`config.mk`:
```
export PLATFORM = sky130hd
export DESIGN_NAME = adc_array_ctrl
export DESIGN_NICKNAME = d
export VERILOG_FILES = /design/src/rtl/adc_pkg.sv /design/src/rtl/adc_done_tracker.sv /design/src/rtl/adc_array_ctrl.sv
export SDC_FILE = /design/constraint.sdc
export NUM_CORES = 1
export LEC_CHECK = 0
export BUFFER_PORTS_ARGS = -buffer_cell sky130_fd_sc_hd__buf_2
export CAP_MARGIN = 0
export CORE_ASPECT_RATIO = 1.2
export CORE_UTILIZATION = 49
export DETAILED_ROUTE_END_ITERATION = 8
export GPL_TIMING_DRIVEN = 0
export MAX_ROUTING_LAYER = met4
export PLACE_DENSITY_LB_ADDON = 0.05
export SYNTH_ARGS = -nofsm -noshare
export SYNTH_HDL_FRONTEND = slang
export SYNTH_SLANG_ARGS = --single-unit
export TNS_END_PERCENT = 20
```
`constraint.sdc`:
```
create_clock -name clk -period 3.55 [get_ports clk]
set_clock_uncertainty 0.1 [all_clocks]
set_input_delay 0.71 -clock clk [delete_from_list [all_inputs] [get_ports clk]]
set_output_delay 0.71 -clock clk [all_outputs]
set_load 0.005 [all_outputs]
```
`src/rtl/adc_pkg.sv`:
```
// Shared definitions for the chip-array sequencer.
// Contents:
//   OP_*     operation codes.
//   state_e  sequencer state encoding, also exported as a debug output.
//   pick_op  start-request priority: init > type > conf > conv.
package adc_pkg;

    localparam logic [1:0] OP_INIT = 2'd0;
    localparam logic [1:0] OP_TYPE = 2'd1;
    localparam logic [1:0] OP_CONF = 2'd2;
    localparam logic [1:0] OP_CONV = 2'd3;

    typedef enum logic [1:0] {
        ST_IDLE = 2'd0,
        ST_RUN  = 2'd1,
        ST_ACC  = 2'd2,
        ST_DONE = 2'd3
    } state_e;

    // fs is packed as {conv, conf, type, init}.
    function automatic logic [1:0] pick_op(input logic [3:0] fs);
        logic [1:0] op;
        op = OP_CONV;
        if (fs[2]) op = OP_CONF;
        if (fs[1]) op = OP_TYPE;
        if (fs[0]) op = OP_INIT;
        return op;
    endfunction

endpackage

```
`src/rtl/adc_done_tracker.sv`:
```
// Per-chip completion tracking for one fanned-out operation.
// Ports:
//   clk, rst       clock and synchronous active-high reset
//   start          latch enables (chip_en minus faulted chips), clear done flags and timer
//   run            one active RUN cycle: collect done flags and advance the timer
//   chip_en        raw per-chip enables
//   fdc            done levels of the operation in progress
//   timeout_cyc    RUN cycles allowed; 0 disables the timeout
//   en             latched enable mask
//   all_done       every enabled chip is done, including dones arriving this cycle
//   timeout        timer expired this RUN cycle without all_done
//   fault          sticky per-chip timeout flags, cleared only by rst
module adc_done_tracker #(
    parameter int NCHIP = 4,
    parameter int TMO_W = 20
) (
    input  logic             clk,
    input  logic             rst,
    input  logic             start,
    input  logic             run,
    input  logic [NCHIP-1:0] chip_en,
    input  logic [NCHIP-1:0] fdc,
    input  logic [TMO_W-1:0] timeout_cyc,
    output logic [NCHIP-1:0] en,
    output logic             all_done,
    output logic             timeout,
    output logic [NCHIP-1:0] fault
);

    logic [NCHIP-1:0] en_q, en_d;
    logic [NCHIP-1:0] done_q, done_d;
    logic [NCHIP-1:0] fault_q, fault_d;
    logic [TMO_W-1:0] timer_q, timer_d;
    logic [NCHIP-1:0] done_nxt;

    always_comb begin
        en_d    = en_q;
        done_d  = done_q;
        fault_d = fault_q;
        timer_d = timer_q;
        // Dones arriving this cycle count immediately so completion
        // is reported one cycle after the last chip finishes.
        done_nxt = done_q | (fdc & en_q);
        all_done = &(done_nxt | ~en_q);
        timeout  = run && (timeout_cyc != '0) &&
                   (timer_q == timeout_cyc - TMO_W'(1)) && !all_done;
        if (start) begin
            en_d    = chip_en & ~fault_q;
            done_d  = '0;
            timer_d = '0;
        end else if (run) begin
            done_d  = done_nxt;
            timer_d = timer_q + TMO_W'(1);
            if (timeout) fault_d = fault_q | (en_q & ~done_nxt);
        end
    end

    always_ff @(posedge clk) begin
        if (rst) begin
            en_q    <= '0;
            done_q  <= '0;
            fault_q <= '0;
            timer_q <= '0;
        end else begin
            en_q    <= en_d;
            done_q  <= done_d;
            fault_q <= fault_d;
            timer_q <= timer_d;
        end
    end

    assign en    = en_q;
    assign fault = fault_q;

endmodule

```
`src/rtl/adc_array_ctrl.sv`:
```
// Start/done sequencer for an array of NCHIP chip engines.
// Handshake: all start/done signals are levels. A requester holds fs_<op>
// high until it sees fd_<op>; the sequencer holds fd_<op> until fs_<op>
// drops. The same contract applies per chip on fsc_<op>/fdc_<op>.
// Ports:
//   clk, rst              clock, synchronous active-high reset
//   fs_*/fd_*             upstream start requests / aggregated done levels
//   chip_en, timeout_cyc  per-chip enables and RUN timeout (0 = none)
//   fsc_*/fdc_*           per-chip start levels / per-chip done levels
//   temp_in               packed chip temperatures, chip i at [i*TEMP_W +: TEMP_W]
//   chip_temp, temp_cnt   temperature sum and contributor count of the last conv
//   fault, err            sticky timeout flags, timeout indication with fd_*
//   dbg_state             current sequencer state
module adc_array_ctrl
    import adc_pkg::*;
#(
    parameter int NCHIP  = 4,
    parameter int TEMP_W = 16,
    parameter int TMO_W  = 20
) (
    input  logic                                  clk,
    input  logic                                  rst,
    input  logic                                  fs_init,
    input  logic                                  fs_type,
    input  logic                                  fs_conf,
    input  logic                                  fs_conv,
    output logic                                  fd_init,
    output logic                                  fd_type,
    output logic                                  fd_conf,
    output logic                                  fd_conv,
    input  logic [NCHIP-1:0]                      chip_en,
    input  logic [TMO_W-1:0]                      timeout_cyc,
    output logic [NCHIP-1:0]                      fsc_init,
    output logic [NCHIP-1:0]                      fsc_type,
    output logic [NCHIP-1:0]                      fsc_conf,
    output logic [NCHIP-1:0]                      fsc_conv,
    input  logic [NCHIP-1:0]                      fdc_init,
    input  logic [NCHIP-1:0]                      fdc_type,
    input  logic [NCHIP-1:0]                      fdc_conf,
    input  logic [NCHIP-1:0]                      fdc_conv,
    input  logic [NCHIP*TEMP_W-1:0]               temp_in,
    output logic [TEMP_W-2+$clog2(NCHIP+1)-1:0]   chip_temp,
    output logic [$clog2(NCHIP+1)-1:0]            temp_cnt,
    output logic [NCHIP-1:0]                      fault,
    output logic                                  err,
    output state_e                                dbg_state
);

    localparam int CNT_W = $clog2(NCHIP+1);
    localparam int SUM_W = TEMP_W - 2 + CNT_W;
    localparam int IDX_W = (NCHIP > 1) ? $clog2(NCHIP) : 1;

    state_e           state_q, state_d;
    logic [1:0]       op_q, op_d;
    logic [NCHIP-1:0] fsc_q, fsc_d;
    logic             fd_q, fd_d;
    logic             err_q, err_d;
    logic             tmo_q, tmo_d;
    logic [IDX_W-1:0] idx_q, idx_d;
    logic [SUM_W-1:0] acc_q, acc_d;
    logic [CNT_W-1:0] cnt_q, cnt_d;
    logic [SUM_W-1:0] chip_temp_q, chip_temp_d;
    logic [CNT_W-1:0] temp_cnt_q, temp_cnt_d;

    logic [3:0]        fs_vec;
    logic              fs_sel;
    logic [NCHIP-1:0]  fdc_sel;
    logic [NCHIP-1:0]  en;
    logic              all_done;
    logic              timeout;
    logic [TEMP_W-1:0] t_sel;

    assign fs_vec = {fs_conv, fs_conf, fs_type, fs_init};
    assign fs_sel = fs_vec[op_q];
    assign t_sel  = temp_in[TEMP_W*int'(idx_q) +: TEMP_W];

    always_comb begin
        case (op_q)
            OP_INIT: fdc_sel = fdc_init;
            OP_TYPE: fdc_sel = fdc_type;
            OP_CONF: fdc_sel = fdc_conf;
            default: fdc_sel = fdc_conv;
        endcase
    end

    adc_done_tracker #(.NCHIP(NCHIP), .TMO_W(TMO_W)) u_tracker (
        .clk         (clk),
        .rst         (rst),
        .start       (state_q == ST_IDLE && |fs_vec),
        .run         (state_q == ST_RUN && fs_sel),
        .chip_en     (chip_en),
        .fdc         (fdc_sel),
        .timeout_cyc (timeout_cyc),
        .en          (en),
        .all_done    (all_done),
        .timeout     (timeout),
        .fault       (fault)
    );

    always_comb begin
        state_d     = state_q;
        op_d        = op_q;
        fsc_d       = fsc_q;
        fd_d        = fd_q;
        err_d       = err_q;
        tmo_d       = tmo_q;
        idx_d       = idx_q;
        acc_d       = acc_q;
        cnt_d       = cnt_q;
        chip_temp_d = chip_temp_q;
        temp_cnt_d  = temp_cnt_q;
        case (state_q)
            ST_IDLE: begin
                if (|fs_vec) begin
                    op_d    = pick_op(fs_vec);
                    // Same mask the tracker latches as its enable set.
                    fsc_d   = chip_en & ~fault;
                    tmo_d   = 1'b0;
                    state_d = ST_RUN;
                end
            end
            ST_RUN: begin
                if (!fs_sel) begin
                    fsc_d   = '0;
                    state_d = ST_IDLE;
                end else if (all_done || timeout) begin
                    fsc_d = '0;
                    tmo_d = timeout;
                    if (op_q == OP_CONV) begin
                        idx_d   = '0;
                        acc_d   = '0;
                        cnt_d   = '0;
                        state_d = ST_ACC;
                    end else begin
                        fd_d    = 1'b1;
                        err_d   = timeout;
                        state_d = ST_DONE;
                    end
                end
            end
            ST_ACC: begin
                if (!fs_sel) begin
                    state_d = ST_IDLE;
                end else begin
                    // Fault already includes chips that timed out in RUN.
                    if (en[idx_q] && !fault[idx_q]) begin
                        acc_d = acc_q + SUM_W'(t_sel[TEMP_W-1:2]);
                        cnt_d = cnt_q + CNT_W'(1);
                    end
                    if (idx_q == IDX_W'(NCHIP-1)) begin
                        chip_temp_d = acc_d;
                        temp_cnt_d  = cnt_d;
                        fd_d        = 1'b1;
                        err_d       = tmo_q;
                        state_d     = ST_DONE;
                    end else begin
                        idx_d = idx_q + IDX_W'(1);
                    end
                end
            end
            default: begin
                if (!fs_sel) begin
                    fd_d    = 1'b0;
                    err_d   = 1'b0;
                    state_d = ST_IDLE;
                end
            end
        endcase
    end

    always_ff @(posedge clk) begin
        if (rst) begin
            state_q     <= ST_IDLE;
            op_q        <= OP_INIT;
            fsc_q       <= '0;
            fd_q        <= 1'b0;
            err_q       <= 1'b0;
            tmo_q       <= 1'b0;
            idx_q       <= '0;
            acc_q       <= '0;
            cnt_q       <= '0;
            chip_temp_q <= '0;
            temp_cnt_q  <= '0;
        end else begin
            state_q     <= state_d;
            op_q        <= op_d;
            fsc_q       <= fsc_d;
            fd_q        <= fd_d;
            err_q       <= err_d;
            tmo_q       <= tmo_d;
            idx_q       <= idx_d;
            acc_q       <= acc_d;
            cnt_q       <= cnt_d;
            chip_temp_q <= chip_temp_d;
            temp_cnt_q  <= temp_cnt_d;
        end
    end

    // op_q only changes in IDLE while fsc_q and fd_q are zero, so these
    // decodes never glitch onto a different operation.
    assign fsc_init  = (op_q == OP_INIT) ? fsc_q : '0;
    assign fsc_type  = (op_q == OP_TYPE) ? fsc_q : '0;
    assign fsc_conf  = (op_q == OP_CONF) ? fsc_q : '0;
    assign fsc_conv  = (op_q == OP_CONV) ? fsc_q : '0;
    assign fd_init   = fd_q && (op_q == OP_INIT);
    assign fd_type   = fd_q && (op_q == OP_TYPE);
    assign fd_conf   = fd_q && (op_q == OP_CONF);
    assign fd_conv   = fd_q && (op_q == OP_CONV);
    assign err       = err_q;
    assign chip_temp = chip_temp_q;
    assign temp_cnt  = temp_cnt_q;
    assign dbg_state = state_q;

endmodule

```
# Word-level counts from Yosys, hierarchy flattened
# Index checks and enable logic that the tools add are counted.
[totals]
input_bits = 110
elab_cells = 144
reg_bits = 85
[op_classes]
eq_ne = 19
n_shift = 1
addsub = 5
muxes = 61
n_reduce_logical = 30
order_cmp = 2
n_bitwise = 11
[ops]
columns = ["operator", "count"]
rows = [
  ["17-bit two-way mux", 5],
  ["64-bit by 7-bit indexed part select with 16-bit output", 1],
  ["17-bit one-hot mux with 2 select lines", 1],
  ["4-bit two-way mux", 7],
  ["2-bit two-way mux", 13],
  ["20-bit by 1-bit adder with 20-bit output (second input constant)", 1],
  ["20-bit == test", 1],
  ["20-bit nonzero test", 1],
  ["20-bit by 1-bit subtractor with 20-bit output (second input constant)", 1],
  ["1-bit two-way mux", 19],
  ["17-bit by 14-bit adder with 17-bit output", 1],
  ["3-bit two-way mux", 5],
  ["4-bit AND", 3],
  ["4-bit NOT", 3],
  ["4-bit bitwise OR", 3],
  ["4-bit one-hot mux with 3 select lines", 1],
  ["4-bit AND reduction", 3],
  ["1-bit logical AND", 10],
  ["2-bit inequality test (second input constant)", 5],
  ["3-bit AND reduction", 3],
  ["2-bit == test (second input constant)", 4],
  ["4-bit one-hot mux with 2 select lines", 1],
  ["7-bit AND reduction", 1],
  ["1-bit binary-select mux with 2-bit select", 3],
  ["other kinds (24)", 33],
]

# Logic depth before layout (Yosys ltp)
# Gate-level depths: netlist (run 1).
[depth]
depth_word = 12
mapped_depth = 12

# By module
# A second synthesis (run 1) with hierarchy kept.
[unflattened]
cells_unflattened = 681
area_unflattened_um2 = 5794.3
[modules_own_cells]
columns = ["module", "instances", "area_per_inst_um2", "seq_area_each_um2", "cells_each"]
rows = [
  ["adc_array_ctrl", 1, 3749.8, 1061.0, 428],
  ["adc_done_tracker", 1, 2044.5, 640.6, 253],
]

# Worst setup path before layout (run 1)
# No wires, ideal clock.
[synth_timing]
path_type = "register to register"
startpoint = "register idx_q[0]"
endpoint = "register acc_q[15]"
t_arrival_ps = 3462
slack_ps = -83
path_stages_with_launch = 13
required_time_ps = 3380
n_path_buf = 2
cell_sequence = "dfxtp_1 clkbuf_1 buf_1 mux4_2 ha_1 a21o_1 a22oi_1 nand3_1 a21oi_1 nor3_1 xnor2_1 or4_1 a21oi_1"
[synth_via]
elab_chain_cells = 7
word_cells_on_any_way = 11
[synth_lines]
columns = ["item", "line_no", "rtl"]
rows = [
  ["from (decl)", "adc_array_ctrl.sv:59", "logic [IDX_W-1:0] idx_q, idx_d;"],
  ["from (signal assigned)", "adc_array_ctrl.sv:191", "idx_q <= idx_d;"],
  ["branches (longest 4 deep; another with 17-bit by 14-bit adder with 17-bit output)", "-", ""],
  ["17-bit two-way mux *", "adc_array_ctrl.sv:146", "if (en[idx_q] && !fault[idx_q]) begin"],
  ["17-bit two-way mux *", "adc_array_ctrl.sv:142", "if (!fs_sel) begin"],
  ["17-bit one-hot mux with 2 select lines *", "adc_array_ctrl.sv:112", "case (state_q)"],
  ["to (signal assigned)", "adc_array_ctrl.sv:180", "acc_q <= '0;"],
  ["to (signal assigned)", "adc_array_ctrl.sv:192", "acc_q <= acc_d;"],
  ["to (decl)", "adc_array_ctrl.sv:60", "logic [SUM_W-1:0] acc_q, acc_d;"],
]
# Mark *: on every way between the ends. The select of a mux whose other input is x is not followed.
# A chain may end at the register's enable or synchronous reset.

# Final worst setup path (run 1)
[layout_timing]
startpoint = "register idx_q[0]"
endpoint = "register acc_q[8]"
# Same word-level chain as after synthesis.

==> impl_metrics.ini, run 1 <==
[run_status]
status = finished clean

[clocking]
cts_max_level = 3
cts_made_buffers = 9
clock-root-buffer = clkbuf_16
path_clk_slew_ns = 0.07
cts_tree = built
cts_buffer_depth = 2
insertion_delay_ns = 0.34
hold_buffers = 0
cts.sinks = 85

[setup_path]
path_class = reg2reg
reg2reg_from = idx_q[0]$_SDFFE_PP0P_
cp_max_fo = 7
end_kind = flop
cp.required_ns = 3.72
worstPathCellList = buf_8 -> mux4_2 -> ha_2 -> fa_2 -> a21o_1 -> a311oi_2 -> nor2_2 -> o31ai_2 -> xnor2_1 -> mux2i_1 -> or4_1 -> a21oi_2
start_kind = flop
rr_endpoint = acc_q[8]$_SDFFE_PP0P_
cp.arrival_ns = 3.66
slowest_stage = mux4_2
cpPeakStageDelay_ns = 0.51
ff2ff_path_depth = 12
rrSetupSlack_ns = 0.06

[power]
vdd_drop_max_uv = 249.7
p_leak_uw = 0.002971
powerDensity_mw_per_mm2 = 434.5

[route]
wl_mm = 16.78
drc = 0
avgRoutedWirePerCell_um = 16.35
drtIter0Drc = 226
vias = 5889
viasPerCell = 5.740
drtAntennaViolNets = 0
drtPass1Iterations = 4

[yosys]
postSynthNetCount = 831
syn_area_mm2 = 0.005941
yosys.area.top_type = dfxtp_1
ys_types = 70
synth-seq-cells = 85
seq_area_frac_synth = 0.2864
synthFlopType = dfxtp_1
synth_edf_count = 0
yosys_warnings = 0
syn_inst = 698
avgSynthCellArea_um2 = 8.511
netlist.area_leader.share = 0.2864
synth.area.top_cells = dfxtp_1 (29%), mux4_2 (7.6%), ha_1 (4.6%), nor2_1 (4.6%), xnor2_1 (4.6%)
async_flop_share = 0

[global_routing]
grt_overflow = 0
grt_max_degree = 16
grt_pass1_vias = 5805
antenna_found_initial = 0
grt_usage = 0.2830
grt_pass1_wl_mm = 26.86

[die]
core_area_mm2 = 0.01167
fp-row-count = 43
dieArea_mm2 = 0.01257
die_y_um = 122.6
initial_core_util = 0.5088
pin_count = 157
die_width_um = 102.5

[hold_path]
hold_path_startpoint = chip_temp[2]$_SDFFE_PP0P_
min_path_cells = 2
hold_end = chip_temp[2]$_SDFFE_PP0P_
hp-class = reg2reg

[layout]
drive_gt1_frac = 0.2739
areaGrowthSynthToFinish_pct = 23.42
finalNetCount = 997
utilization = 0.6280
diodes = 0

[timing]
setup_ws_ns = 0.06031
fin_crit_sh = 0.9830
finalCriticalPeriod_ns = 3.490
finalSetupViolations = 0
worst_pin_slew_ns = 0.8563
maxSlewHeadroom = 0.4217
finalHoldViolCount = 0
max_freq_mhz = 286.6
maxSlewViolCount = 0
rsz0062_at_grt = true

[flow_run]
max_cap_violations = 0

[placement]
dp_hpwl_mm = 13.17
pre_cts_ws_ns = -0.5764
gp_congestion = 0.9487
portBuffers = 147
## critical path: cells and delay by family, from the launching register on
family | cells | cell delay, ns
AO/OA/AOI/OAI | 4 | 0.97
XOR/XNOR | 1 | 0.16
adder cells (fa/ha/maj) | 2 | 0.55
buffers and inverters | 1 | 0.14
flip-flops | 1 | 0.35
multiplexers | 2 | 0.64
AND/OR/NAND/NOR | 2 | 0.52
## synthesized netlist by cell type, types with 3 or more instances
cell type   n
or4_1       5
nor4_1      4
and2_1     17
dfxtp_1    85
ha_1       22
nor2_1     73
nor3b_1     5
o22ai_1     8
buf_1       3
nand2_1    44
and3_1     11
o21ai_0    23
nand3_1    13
o41ai_1     3
clkbuf_1   32
inv_1      23
a22oi_1     3
xnor2_1    31
or3_1       7
a31oi_1     7
nor3_1     21
o311ai_0    3
o21a_1      4
a21oi_1    39
a21o_1      4
mux2_2      4
a311oi_1    3
mux2i_1    19
o31ai_1    10
buf_2       4
a32o_1      3
nor2b_1    23
a211oi_1   19
mux4_2     20
and4_1      4
nand2b_1   12
xor2_1     24
o211ai_1    5
nand4_1    16
## sequential cells by signal, indices dropped and copies added (netlist names), 3 cells and up
register / flops
u_tracker.timer_q: 20
acc_q: 17
cnt_q: 3
fsc_q: 4
u_tracker.en: 4
chip_temp: 17
u_tracker.done_q: 4
temp_cnt: 3
u_tracker.fault: 4
## cell families after synthesis
logic type | share of synthesized area
simple gates | 0.2401
compound gates | 0.1809
mux | 0.1154
buf+inv | 0.04254
fa+ha+maj | 0.04970
flops | 0.2864
xor+xnor | 0.08488
## cell type report
class | count | area [µm²]
buffer | 39 | 180.2
clock buffer | 9 | 225.2
clock inverter | 7 | 73.82
fill | 1108 | 4343
inverter | 24 | 90.09
multi-input combinational | 549 | 4059
sequential | 85 | 1704
tap | 157 | 196.4
timing repair buffer | 156 | 803.3
## cell usage in the layout (no fill, tap or decap), drive strengths merged, types with 12 or more instances in the layout
master | Yosys | layout
nand2 | 45 | 45
nand2b | 12 | 12
mux4 | 20 | 20
nand3 | 13 | 13
nor2 | 73 | 73
nand4 | 17 | 17
ha | 22 | 22
dfxtp | 85 | 85
a21oi | 40 | 40
xnor2 | 31 | 31
nor3 | 21 | 21
clkbuf | 32 | 38
mux2i | 19 | 19
inv | 23 | 25
xor2 | 24 | 24
nor2b | 23 | 23
and2 | 17 | 17
o21ai | 25 | 25
a211oi | 19 | 19
buf | 8 | 166
## where the power goes
group,total (µW),internal (µW),switching (µW)
Clock,956,549,407
Sequential,1050,1000,48.7
Combinational,1180,436,742
Total,3190,1990,1200
## through the flow
step	cells	power [µW]	TNS [ns]	area (µm²)	hold WS [ns]
detailed placement	1002	2212	-16.35	6874	0.3598
global route	1026	3356	-0.01928	7332	0.3954
finish	1026	3186	0	7332	0.3628
floorplan	698	1850	0	5942	0.3367
global placement	1002	2193	-15.55	6874	0.3523
CTS	1017	3171	-0.05532	7213	0.3673
## routing by layer
metal / up-vias / global-route usage / routed length, µm
li1: 2899 / - / -
met1: 2798 / 0.3217 / 6985
met2: 165 / 0.5025 / 8659
met3: 27 / 0.03018 / 755
met4: 0 / 0.1125 / 376
met5: - / - / 0
## timing repair
item                       4_1_cts  5_1_grt
gates resized for setup         11       16
pin swaps                        2       11
hold endpoints to repair         0        0
setup endpoints to repair       37       31
gates cloned                     0        0
buffers inserted                 0        9
## worst max path at each step
stage / from / end / slack (ns) / depth (start not counted)
after global routing: idx_q[0]$_SDFFE_PP0P_ / acc_q[8]$_SDFFE_PP0P_ / -0.01 / 12
final: idx_q[0]$_SDFFE_PP0P_ / acc_q[8]$_SDFFE_PP0P_ / 0.06 / 12
after CTS: idx_q[0]$_SDFFE_PP0P_ / acc_q[8]$_SDFFE_PP0P_ / -0.06 / 12
after detailed placement: timeout_cyc[0] / acc_q[6]$_SDFFE_PP0P_ / -0.58 / 13
after global placement: timeout_cyc[0] / idx_q[1]$_SDFFE_PP0P_ / -0.57 / 13
after floorplan: idx_q[0]$_SDFFE_PP0P_ / acc_q[8]$_SDFFE_PP0P_ / 0.03 / 12
Note: power is estimated with default switching activity, not from simulation.
==> run 2, diff against run 1 <==
- REMOVE_ABC_BUFFERS: default -> 1
==> run 2 against run 1 <==
Compared with the run above:
- sequential share of layout area is 0.44 points higher
- register-to-register slack improved by 0.05 ns
- first-iteration DRC count up 8.4%
- critical path type is now in2reg
- largest cell class unchanged
==> impl_metrics.ini, run 2 (same netlist as run 1, synthesis figures left out) <==
[die]
die_width_um = 102.5
pin_count = 157
dieArea_mm2 = 0.01257
fp-row-count = 43
core_area_mm2 = 0.01167
initial_core_util = 0.5088
die_y_um = 122.6

[setup_path]
cp_max_fo = 3
start_kind = input port
path_class = in2reg
end_kind = flop
cp.required_ns = 3.71
cp.arrival_ns = 3.62

[layout]
largest_reg_flops = 20
diodes = 0
final_common_cell = buf_2
utilization = 0.6191
registers.top_by_ff_count = u_tracker.timer_q
final_cell_mix = buf_2 (148), dfxtp_1 (81), nor2_1 (72)
areaGrowthSynthToFinish_pct = 21.67
finalNetCount = 961
drive_gt1_frac = 0.2740

[timing]
rsz0062_at_grt = false
finalHoldViolCount = 0
maxSlewHeadroom = 0.09942
setup_ws_ns = 0.09004
maxSlewViolCount = 0
worst_pin_slew_ns = 1.351
fin_tns_setup_ns = 0
finalSetupViolations = 0
finalCriticalPeriod_ns = 3.460
max_freq_mhz = 289.0
fin_crit_sh = 0.9746
holdWs_ns = 0.3603

[route]
drtAntennaViolNets = 0
drtIter0Drc = 245
avgRoutedWirePerCell_um = 16.13
viasPerCell = 5.794
vias = 5730
drtPass1Iterations = 4
drc = 0
wl_mm = 15.96

[clocking]
insertion_delay_ns = 0.34
cts_made_buffers = 9
hold_buffers = 0
cts.sinks = 85
clock-root-buffer = clkbuf_16
cts_max_level = 3
cts_buffer_depth = 2
path_clk_slew_ns = 0.06
cts_tree = built

[run_status]
status = finished clean

[global_routing]
grt_usage = 0.2637
grt_max_degree = 75
grt_pass1_vias = 5550
grt_pass1_wl_mm = 25.27
grt_overflow = 0
antenna_found_initial = 0

[placement]
dp_hpwl_mm = 11.61
pre_cts_ws_ns = -0.7940
portBuffers = 148
gp_congestion = 0.8522

[flow_run]
max_cap_violations = 0

[power]
p_leak_uw = 0.002917
powerDensity_mw_per_mm2 = 440.3
vdd_drop_max_uv = 276.4

[hold_path]
hp-class = reg2reg
-- run 2: routing by layer --
metal / vias to the layer above / GRT usage / wire [µm]
li1: 2822 / - / -
met4: 0 / 0.1089 / 259
met2: 166 / 0.4571 / 8210
met5: - / - / 0
met1: 2721 / 0.3035 / 6716
met3: 21 / 0.03474 / 772
-- run 2: final cells by class --
class | count | area, µm²
fillers | 1096 | 4447
multi-input cells | 550 | 4088
flip-flops and latches | 85 | 1712
repair buffers | 158 | 835.8
clock buffers | 11 | 232.7
well taps | 157 | 196.4
inverters | 24 | 90.09
clock inverters | 4 | 73.82
-- run 2: timing repair --
item / in CTS / in global routing
endpoints found under the setup margin: 38 / 19
cloned: 0 / 1
buffers inserted: 4 / 5
resized for setup: 11 / 10
pin swaps: 0 / 6
-- run 2: through the flow --
stage | cells | power, µW | instance area [µm²]
3_3_place_gp | 963 | 2117 | 6715
5_1_grt | 989 | 3341 | 7228
4_1_cts | 983 | 3160 | 7124
2_1_floorplan | 658 | 1792 | 5778
3_5_place_dp | 964 | 2153 | 6749
6_report | 989 | 3183 | 7228
-- run 2: worst max-delay path: stages --
cell	delay [ns]
buf_2	0.10
mux4_2	0.46
ha_1	0.23
fa_1	0.41
a21o_1	0.22
a311oi_2	0.29
nor2_1	0.13
o31ai_2	0.24
xnor2_1	0.15
mux2i_1	0.11
or4_1	0.42
a21oi_1	0.14
-- run 2: final timing paths --
kind	slack [ns]	depth (start not counted)	end	from
worst min register to register	0.36	2	chip_temp[2]$_SDFFE_PP0P_	chip_temp[2]$_SDFFE_PP0P_
worst min-delay path	0.36	2	chip_temp[2]$_SDFFE_PP0P_	chip_temp[2]$_SDFFE_PP0P_
worst max register to register	0.11	11	acc_q[8]$_SDFFE_PP0P_	idx_q[0]$_SDFFE_PP0P_
worst max-delay path	0.09	12	acc_q[8]$_SDFFE_PP0P_	temp_in[34]
-- run 2: power breakdown --
part / switching (µW) / internal, µW
Sequential: 75.4 / 1000
Combinational: 689 / 417
Clock: 383 / 613
Total: 1150 / 2030
